===== src/rtl/mbfifo_sync.sv =====
// mbfifo_sync -- single-clock multi-buffer block FIFO.
//
// BUFFER_COUNT buffers of 2^ADDRESS_WIDTH words each share one RAM addressed
// {buffer index, pointer}. The writer claims an empty buffer with a one-hot
// write_activate, streams words into it and commits it by dropping the bit.
// Committed buffer indices queue up and are handed to the reader in commit
// order. The reader sees the first word immediately (fall-through), takes
// ownership with read_activate, and releases the buffer by dropping it.
//
// Ports:
//   clk, rst_n         clock (rising edge), asynchronous active-low reset
//   write_ready        per-buffer "empty and claimable"
//   write_activate     one-hot claim of a buffer, held for the whole block
//   write_fifo_size    words per buffer (constant)
//   write_strobe/data  store one word into the claimed buffer
//   starved            no committed block waiting in the queue
//   read_ready         a committed block is offered to the reader
//   read_activate      reader owns the offered block
//   read_count         word count of the offered/owned block
//   read_strobe/data   consume the current word / current word
//
// Optional build macro MBFIFO_ERR_FLAGS_EN adds sticky overflow/underflow
// flags and an err_clear input.
module mbfifo_sync #(
    parameter int DATA_WIDTH    = 8,
    parameter int ADDRESS_WIDTH = 4,
    parameter int BUFFER_COUNT  = 2
) (
    input  logic                    clk,
    input  logic                    rst_n,
    output logic [BUFFER_COUNT-1:0] write_ready,
    input  logic [BUFFER_COUNT-1:0] write_activate,
    output logic [23:0]             write_fifo_size,
    input  logic                    write_strobe,
    input  logic [DATA_WIDTH-1:0]   write_data,
    output logic                    starved,
    output logic                    read_ready,
    input  logic                    read_activate,
    output logic [23:0]             read_count,
    input  logic                    read_strobe,
    output logic [DATA_WIDTH-1:0]   read_data
`ifdef MBFIFO_ERR_FLAGS_EN
    ,
    output logic                    overflow,
    output logic                    underflow,
    input  logic                    err_clear
`endif
);
    localparam int FIFO_DEPTH = 1 << ADDRESS_WIDTH;
    localparam int IW         = $clog2(BUFFER_COUNT);
    localparam int CW         = ADDRESS_WIDTH + 1;

    typedef enum logic [1:0] {BUF_EMPTY, BUF_FILLING, BUF_COMMITTED, BUF_READING} buf_state_t;
    typedef enum logic [1:0] {RD_IDLE, RD_OFFERED, RD_OWNED} rd_state_t;

    // Claim decode: multi-bit activate vectors freeze every buffer.
    logic act_any, act_onehot, act_multi;
    assign act_any    = |write_activate;
    assign act_onehot = act_any && ((write_activate & (write_activate - BUFFER_COUNT'(1))) == '0);
    assign act_multi  = act_any && !act_onehot;

    logic [BUFFER_COUNT-1:0]                    commit_vec;
    logic [BUFFER_COUNT-1:0]                    write_hit_vec;
    logic [BUFFER_COUNT-1:0][CW-1:0]            buf_count;
    logic [BUFFER_COUNT-1:0][ADDRESS_WIDTH-1:0] buf_wptr;
`ifdef MBFIFO_ERR_FLAGS_EN
    logic [BUFFER_COUNT-1:0]                    drop_vec;
`endif

    // Read-side / queue handshake signals used by the buffer FSMs.
    rd_state_t       rd_state_reg, rd_state_next;
    logic [IW-1:0]   rd_index_reg;
    logic [CW-1:0]   rd_ptr_reg, rd_count_reg;
    logic [DATA_WIDTH-1:0] rd_hold_reg;
    logic            pop, release_buf, rd_accept;
    logic [IW-1:0]   q_mem_reg [BUFFER_COUNT];
    logic [IW-1:0]   q_head_reg, q_tail_reg;
    logic [IW:0]     q_count_reg;
    logic [IW-1:0]   head_idx;

    assign head_idx = q_mem_reg[q_head_reg];

    // ------------------------------------------------------------------
    // Per-buffer state machines
    // ------------------------------------------------------------------
    genvar gi;
    generate
        for (gi = 0; gi < BUFFER_COUNT; gi++) begin : g_buf
            buf_state_t    state_reg, state_next;
            logic [CW-1:0] count_reg, count_next;

            always_ff @(posedge clk or negedge rst_n) begin
                if (!rst_n) begin
                    state_reg <= BUF_EMPTY;
                    count_reg <= '0;
                end else begin
                    state_reg <= state_next;
                    count_reg <= count_next;
                end
            end

            always_comb begin
                state_next        = state_reg;
                count_next        = count_reg;
                commit_vec[gi]    = 1'b0;
                write_hit_vec[gi] = 1'b0;
                case (state_reg)
                    BUF_EMPTY: begin
                        if (act_onehot && write_activate[gi]) begin
                            state_next = BUF_FILLING;
                            count_next = '0;
                            if (write_strobe) begin
                                write_hit_vec[gi] = 1'b1;
                                count_next        = CW'(1);
                            end
                        end
                    end
                    BUF_FILLING: begin
                        if (!act_multi) begin
                            if (!write_activate[gi]) begin
                                if (count_reg != '0) begin
                                    state_next     = BUF_COMMITTED;
                                    commit_vec[gi] = 1'b1;
                                end else begin
                                    state_next = BUF_EMPTY;
                                end
                            end else if (write_strobe && count_reg != CW'(FIFO_DEPTH)) begin
                                write_hit_vec[gi] = 1'b1;
                                count_next        = count_reg + CW'(1);
                            end
                        end
                    end
                    BUF_COMMITTED: begin
                        if (pop && head_idx == IW'(gi))
                            state_next = BUF_READING;
                    end
                    default: begin
                        if (release_buf && rd_index_reg == IW'(gi))
                            state_next = BUF_EMPTY;
                    end
                endcase
            end

            assign write_ready[gi] = (state_reg == BUF_EMPTY);
            assign buf_count[gi]   = count_reg;
            // A claim always starts writing at word 0, whatever count_reg holds.
            assign buf_wptr[gi]    = (state_reg == BUF_EMPTY) ? '0 : count_reg[ADDRESS_WIDTH-1:0];
`ifdef MBFIFO_ERR_FLAGS_EN
            assign drop_vec[gi]    = (state_reg == BUF_FILLING) && !act_multi && write_activate[gi]
                                     && write_strobe && (count_reg == CW'(FIFO_DEPTH));
`endif
        end
    endgenerate

    // ------------------------------------------------------------------
    // Shared storage: at most one buffer is filling, so one write port.
    // ------------------------------------------------------------------
    logic [DATA_WIDTH-1:0]         ram [BUFFER_COUNT*FIFO_DEPTH];
    logic                          wr_en;
    logic [IW+ADDRESS_WIDTH-1:0]   wr_addr, rd_addr;
    logic                          push;
    logic [IW-1:0]                 push_idx;

    always_comb begin
        wr_en    = 1'b0;
        wr_addr  = '0;
        push     = 1'b0;
        push_idx = '0;
        for (int i = 0; i < BUFFER_COUNT; i++) begin
            if (write_hit_vec[i]) begin
                wr_en   = 1'b1;
                wr_addr = {IW'(i), buf_wptr[i]};
            end
            if (commit_vec[i]) begin
                push     = 1'b1;
                push_idx = IW'(i);
            end
        end
    end

    always_ff @(posedge clk) begin
        if (wr_en)
            ram[wr_addr] <= write_data;
    end

    // ------------------------------------------------------------------
    // Commit queue of buffer indices; depth equals the buffer count, so
    // it can never overflow.
    // ------------------------------------------------------------------
    always_ff @(posedge clk) begin
        if (push)
            q_mem_reg[q_tail_reg] <= push_idx;
    end

    always_ff @(posedge clk or negedge rst_n) begin
        if (!rst_n) begin
            q_head_reg  <= '0;
            q_tail_reg  <= '0;
            q_count_reg <= '0;
        end else begin
            if (push)
                q_tail_reg <= (q_tail_reg == IW'(BUFFER_COUNT - 1)) ? '0 : q_tail_reg + IW'(1);
            if (pop)
                q_head_reg <= (q_head_reg == IW'(BUFFER_COUNT - 1)) ? '0 : q_head_reg + IW'(1);
            if (push && !pop)
                q_count_reg <= q_count_reg + (IW+1)'(1);
            else if (pop && !push)
                q_count_reg <= q_count_reg - (IW+1)'(1);
        end
    end

    // ------------------------------------------------------------------
    // Read side
    // ------------------------------------------------------------------
    assign pop         = (rd_state_reg == RD_IDLE) && !read_activate && (q_count_reg != '0);
    assign release_buf = (rd_state_reg == RD_OWNED) && !read_activate;
    assign rd_accept   = read_strobe && read_activate && (rd_state_reg != RD_IDLE)
                         && (rd_ptr_reg != rd_count_reg);

    always_comb begin
        rd_state_next = rd_state_reg;
        case (rd_state_reg)
            RD_IDLE:    if (pop)            rd_state_next = RD_OFFERED;
            RD_OFFERED: if (read_activate)  rd_state_next = RD_OWNED;
            default:    if (!read_activate) rd_state_next = RD_IDLE;
        endcase
    end

    always_ff @(posedge clk or negedge rst_n) begin
        if (!rst_n) begin
            rd_state_reg <= RD_IDLE;
            rd_index_reg <= '0;
            rd_ptr_reg   <= '0;
            rd_count_reg <= '0;
            rd_hold_reg  <= '0;
        end else begin
            rd_state_reg <= rd_state_next;
            if (rd_state_reg != RD_IDLE)
                rd_hold_reg <= read_data;
            if (pop) begin
                rd_index_reg <= head_idx;
                rd_ptr_reg   <= '0;
                rd_count_reg <= buf_count[head_idx];
            end else if (rd_accept) begin
                rd_ptr_reg <= rd_ptr_reg + CW'(1);
            end
        end
    end

    assign rd_addr         = {rd_index_reg, rd_ptr_reg[ADDRESS_WIDTH-1:0]};
    assign read_data       = (rd_state_reg != RD_IDLE) ? ram[rd_addr] : rd_hold_reg;
    assign read_ready      = (rd_state_reg == RD_OFFERED);
    assign read_count      = 24'(rd_count_reg);
    assign starved         = (q_count_reg == '0);
    assign write_fifo_size = 24'(FIFO_DEPTH);

`ifdef MBFIFO_ERR_FLAGS_EN
    logic overflow_reg, underflow_reg;

    // A new event in the same cycle as err_clear keeps the flag set.
    always_ff @(posedge clk or negedge rst_n) begin
        if (!rst_n) begin
            overflow_reg  <= 1'b0;
            underflow_reg <= 1'b0;
        end else begin
            if (|drop_vec)
                overflow_reg <= 1'b1;
            else if (err_clear)
                overflow_reg <= 1'b0;
            if (read_strobe && !rd_accept)
                underflow_reg <= 1'b1;
            else if (err_clear)
                underflow_reg <= 1'b0;
        end
    end

    assign overflow  = overflow_reg;
    assign underflow = underflow_reg;
`endif
endmodule

===== config.mk =====
export PLATFORM = sky130hd
export DESIGN_NAME = mbfifo_sync
export DESIGN_NICKNAME = d
export VERILOG_FILES = /design/src/rtl/mbfifo_sync.sv
export SDC_FILE = /design/constraint.sdc
export NUM_CORES = 1
export LEC_CHECK = 0
export BUFFER_PORTS_ARGS = -buffer_cell sky130_fd_sc_hd__buf_4
export CORE_UTILIZATION = 60
export CTS_CLUSTER_DIAMETER = 50
export DETAILED_ROUTE_END_ITERATION = 6
export PLACE_DENSITY_LB_ADDON = 0.08
export SLEW_MARGIN = 10
export SYNTH_ARGS = -nofsm -noshare
export SYNTH_HDL_FRONTEND = slang
export SYNTH_SLANG_ARGS = --single-unit

===== constraint.sdc =====
create_clock -name clk -period 5.2 [get_ports clk]
set_input_delay 0.52 -clock clk [delete_from_list [all_inputs] [get_ports clk]]
set_output_delay 0.52 -clock clk [all_outputs]
set_load 0.05 [all_outputs]

==> summary.txt <==
Timing
  • Final hold viol count: 0
  • Setup Skew: between 0.009 and 0.01 ns
  • Final setup viols: 0
  • Hold Worst Slack: 0.2541 ns
  • Unrepaired setup endpoints after global routing: no
  • Worst slew pin tran: approximately 1.0 ns
  • Slew margin rel.: about a third
  • Final setup margin: around 1.4 ns
  • Final Max Tran Viols: 0
  • Final period util: 73.14%
  • Fin Setup TNS: 0 ns
  • Fmax: between 200 and 300 MHz
  • Crit path time final: ~3.8 ns

Place
  • Worst slack at placement: a little over 2 ns
  • Post-DP HPWL: approximately 17 mm
  • Placed cell area: around 13000 um^2
  • Port buffer count: 31
  • GP Congestion: roughly 0.82

Route
  • Post-route ant nets: 0
  • Initial DRC count: ~600
  • Routed wire length: 26.33 mm
  • Total number of vias: slightly below 7000
  • Pre-antenna DRT Iters: 5
  • Drc violations: 0
  • Routed length per placed instance: around 24 um
  • Vias per cell: 6.076

Global routing
  • Vias in the first global route: roughly 6700
  • Initial antenna violation count: 0
  • Grt ovf: 0
  • Largest net degree at the start of global routing: 57
  • Total GRT Usage: roughly 25%
  • First-pass GRT wire length: 40.02 mm

Logic synthesis
  • Yosys top cell area share: around 61%
  • Synth Area per Inst: around 16 um^2
  • Most area-consuming cells after synthesis: edfxtp_1, dfrtp_1, mux4_2
  • Mapped cell area: ~13000 um^2
  • Syn Inst Count: approximately 790
  • Yosys warns: 0
  • Unique masters post-synth: 60
  • Dominant synthesized flop cell: edfxtp_1
  • Cell with the most instances after synthesis: edfxtp_1
  • Asr flop ratio synth: between 10% and 20%
  • Seq/Total Area, Yosys: a little under 70%
  • Area leader, netlist: edfxtp_1
  • Post-synth top cells: edfxtp_1, mux2i_1, nor2_1, buf_4, mux4_2
  • Post-synthesis register bit count: just under 300
  • EDFF count, synth: roughly 260

Critical path
  • Critical path required time: ~4.7 ns
  • Largest stage delay on the critical path: about 0.84 ns
  • Crit path cell chain: or2_1, nand2_1, a211oi_1, o21ai_1, o211a_1, buf_4
  • CP max FO: 23
  • Kind of critical path: flip-flop to output port
  • Worst path bufs/invs: 1
  • WP data arrival: between 3 and 4 ns
  • Top delay family on crit path: simple AND/OR/NAND/NOR gates
  • Slowest CP cell: or2_1
  • CP Launch Type: flip-flop
  • Crit. End Element: output port

Floorplanning
  • IO Pins: 75
  • Initial Util: roughly three fifths
  • Num rows: 53
  • Chip width: around 150 um
  • Core area: about 21000 um^2
  • Die Y: between 100 and 150 um
  • DIE AREA: ~22000 um^2

Layout
  • Area grow syn2layout: 9.714%
  • Storage element area: 8731 um^2
  • Final net count: 842
  • Filler cells: between 1000 and 1500
  • Cell area after layout: 14030 um^2
  • Multi-input gate area: between 3000 and 4000 um^2
  • Ant. Diodes: 0
  • Share of layout cells above drive strength 1: 16.97%
  • Max reg flops: about 260

Clocking
  • CTS clk-pin slew, worst paths: 0.07 ns
  • CTS H-tree lvls: 1
  • Total CTS buffers: 30
  • Root buffer cell: clkbuf_16
  • CTS tree: built
  • Clock Path Buffers: 3
  • Post-CTS Setup Inserts: 0
  • Post-cts sizing count: 0
  • Sink Count: a little under 300
  • Clk_lat worst skew: approximately 0.54 ns
  • Hold buffer count at CTS: 1

Flow run
  • Number of max-cap violations: 0

Power
  • Overall Power: around 0.007 W
  • Sw Pwr: ~0.0023 W
  • Register share of total power: 42.9%
  • Pwr Density: roughly 500 nW/um^2
  • Clock share of power: 31.0%
  • Leak pwr: about 4.7 nW
  • Logic pwr share: about a quarter
  • Sw Ratio: around a third
  • Worst vdd ir: 0.0003474 V
  • Pint: about 0.0047 W

Hold path
  • Worst min path class: input port to flip-flop

Run status
  • Status: finished clean
power by group through the flow:
stage / clock network [W] / logic, W / registers (W)
after floorplan: 0 / 0.00151 / 0.00290
after global placement: 0 / 0.00178 / 0.00304
after detailed placement: 0 / 0.00181 / 0.00305
after CTS: 0.00219 / 0.00182 / 0.00301
after global routing: 0.00228 / 0.00194 / 0.00303
final: 0.00217 / 0.00183 / 0.00300
placed cells by master (no fill, tap or decap), types with 3 or more instances in the layout:
| master | netlist | final |
|---|---|---|
| inv_6 | 0 | 3 |
| clkbuf_16 | 0 | 31 |
| buf_4 | 50 | 35 |
| nand2_1 | 21 | 21 |
| o31ai_1 | 6 | 6 |
| nand3b_1 | 3 | 3 |
| clkbuf_1 | 7 | 3 |
| nand3_1 | 8 | 8 |
| o21ai_1 | 10 | 10 |
| o211a_1 | 16 | 16 |
| mux2i_1 | 68 | 68 |
| a21oi_1 | 7 | 7 |
| o21ai_0 | 17 | 17 |
| nor2b_1 | 8 | 8 |
| mux4_2 | 40 | 40 |
| clkinvlp_4 | 0 | 4 |
| conb_1 | 2 | 43 |
| clkinv_4 | 0 | 3 |
| nand4_1 | 3 | 3 |
| edfxtp_1 | 258 | 258 |
| o22ai_1 | 26 | 26 |
| clkinv_2 | 0 | 4 |
| and2_1 | 4 | 4 |
| xor2_1 | 7 | 7 |
| nor2_1 | 61 | 61 |
| dfrtp_1 | 39 | 37 |
| o211ai_1 | 9 | 9 |
| xnor2_1 | 8 | 8 |
| inv_1 | 17 | 17 |
| a22o_1 | 4 | 4 |
| clkbuf_8 | 0 | 5 |
| nand2b_1 | 6 | 6 |
| ha_1 | 14 | 14 |
| a211oi_1 | 9 | 9 |
cells by family (layout without fill, tap and decap cells):
group                    Yosys count  count (layout)  share of synthesized area, %
buffers and inverters             99             109                         4.901
AO/OA/AOI/OAI                    117             117                         6.574
multiplexers                     110             110                         12.63
other                              2              43                       0.05872
adder cells (fa/ha/maj)           14              14                         1.370
AND/OR/NAND/NOR                  132             132                         5.234
XOR/XNOR                          15              15                         1.027
flip-flops                       297             297                         68.21
routing by layer:
metal	track usage (%)	wire (um)
met3	3.395	1520
met2	39.53	12630
met5	0	0
met4	6.289	522
met1	37.18	11660
area by class of cell:
cell class                 instances  share of cell area [%]
clock buffer                      39                   6.099
timing repair buffer              36                   1.944
inverter                          17                  0.4547
sequential                       297                   62.22
multi-input combinational        431                   25.64
tap                              275                   2.452
clock inverter                    17                   1.186
through the flow:
step	instances	utilization, %
floorplan	827	-
global placement	1055	62.01
detailed placement	1055	62.01
CTS	1112	66.94
global route	1112	66.96
finish	1112	66.96
path summary, 6_finish.rpt:
kind | from | endpoint | slack, ns | depth (start not counted)
max in group asynchronous | rst_n | rd_ptr_reg[0] | 4.23 | 2
worst max-delay path | rd_state_reg[1] | read_data[5] | 1.40 | 6
worst max register to register | g_buf[1].count_reg[0] | ram[10][1] | 2.14 | 7
worst min-delay path | read_activate | rd_state_reg[0] | 0.25 | 2
worst min register to register | q_count_reg[1] | q_count_reg[1] | 0.49 | 1
min in group asynchronous | rst_n | g_buf[0].count_reg[2] | 0.52 | 2
Note: power is estimated with default switching activity, not from simulation.
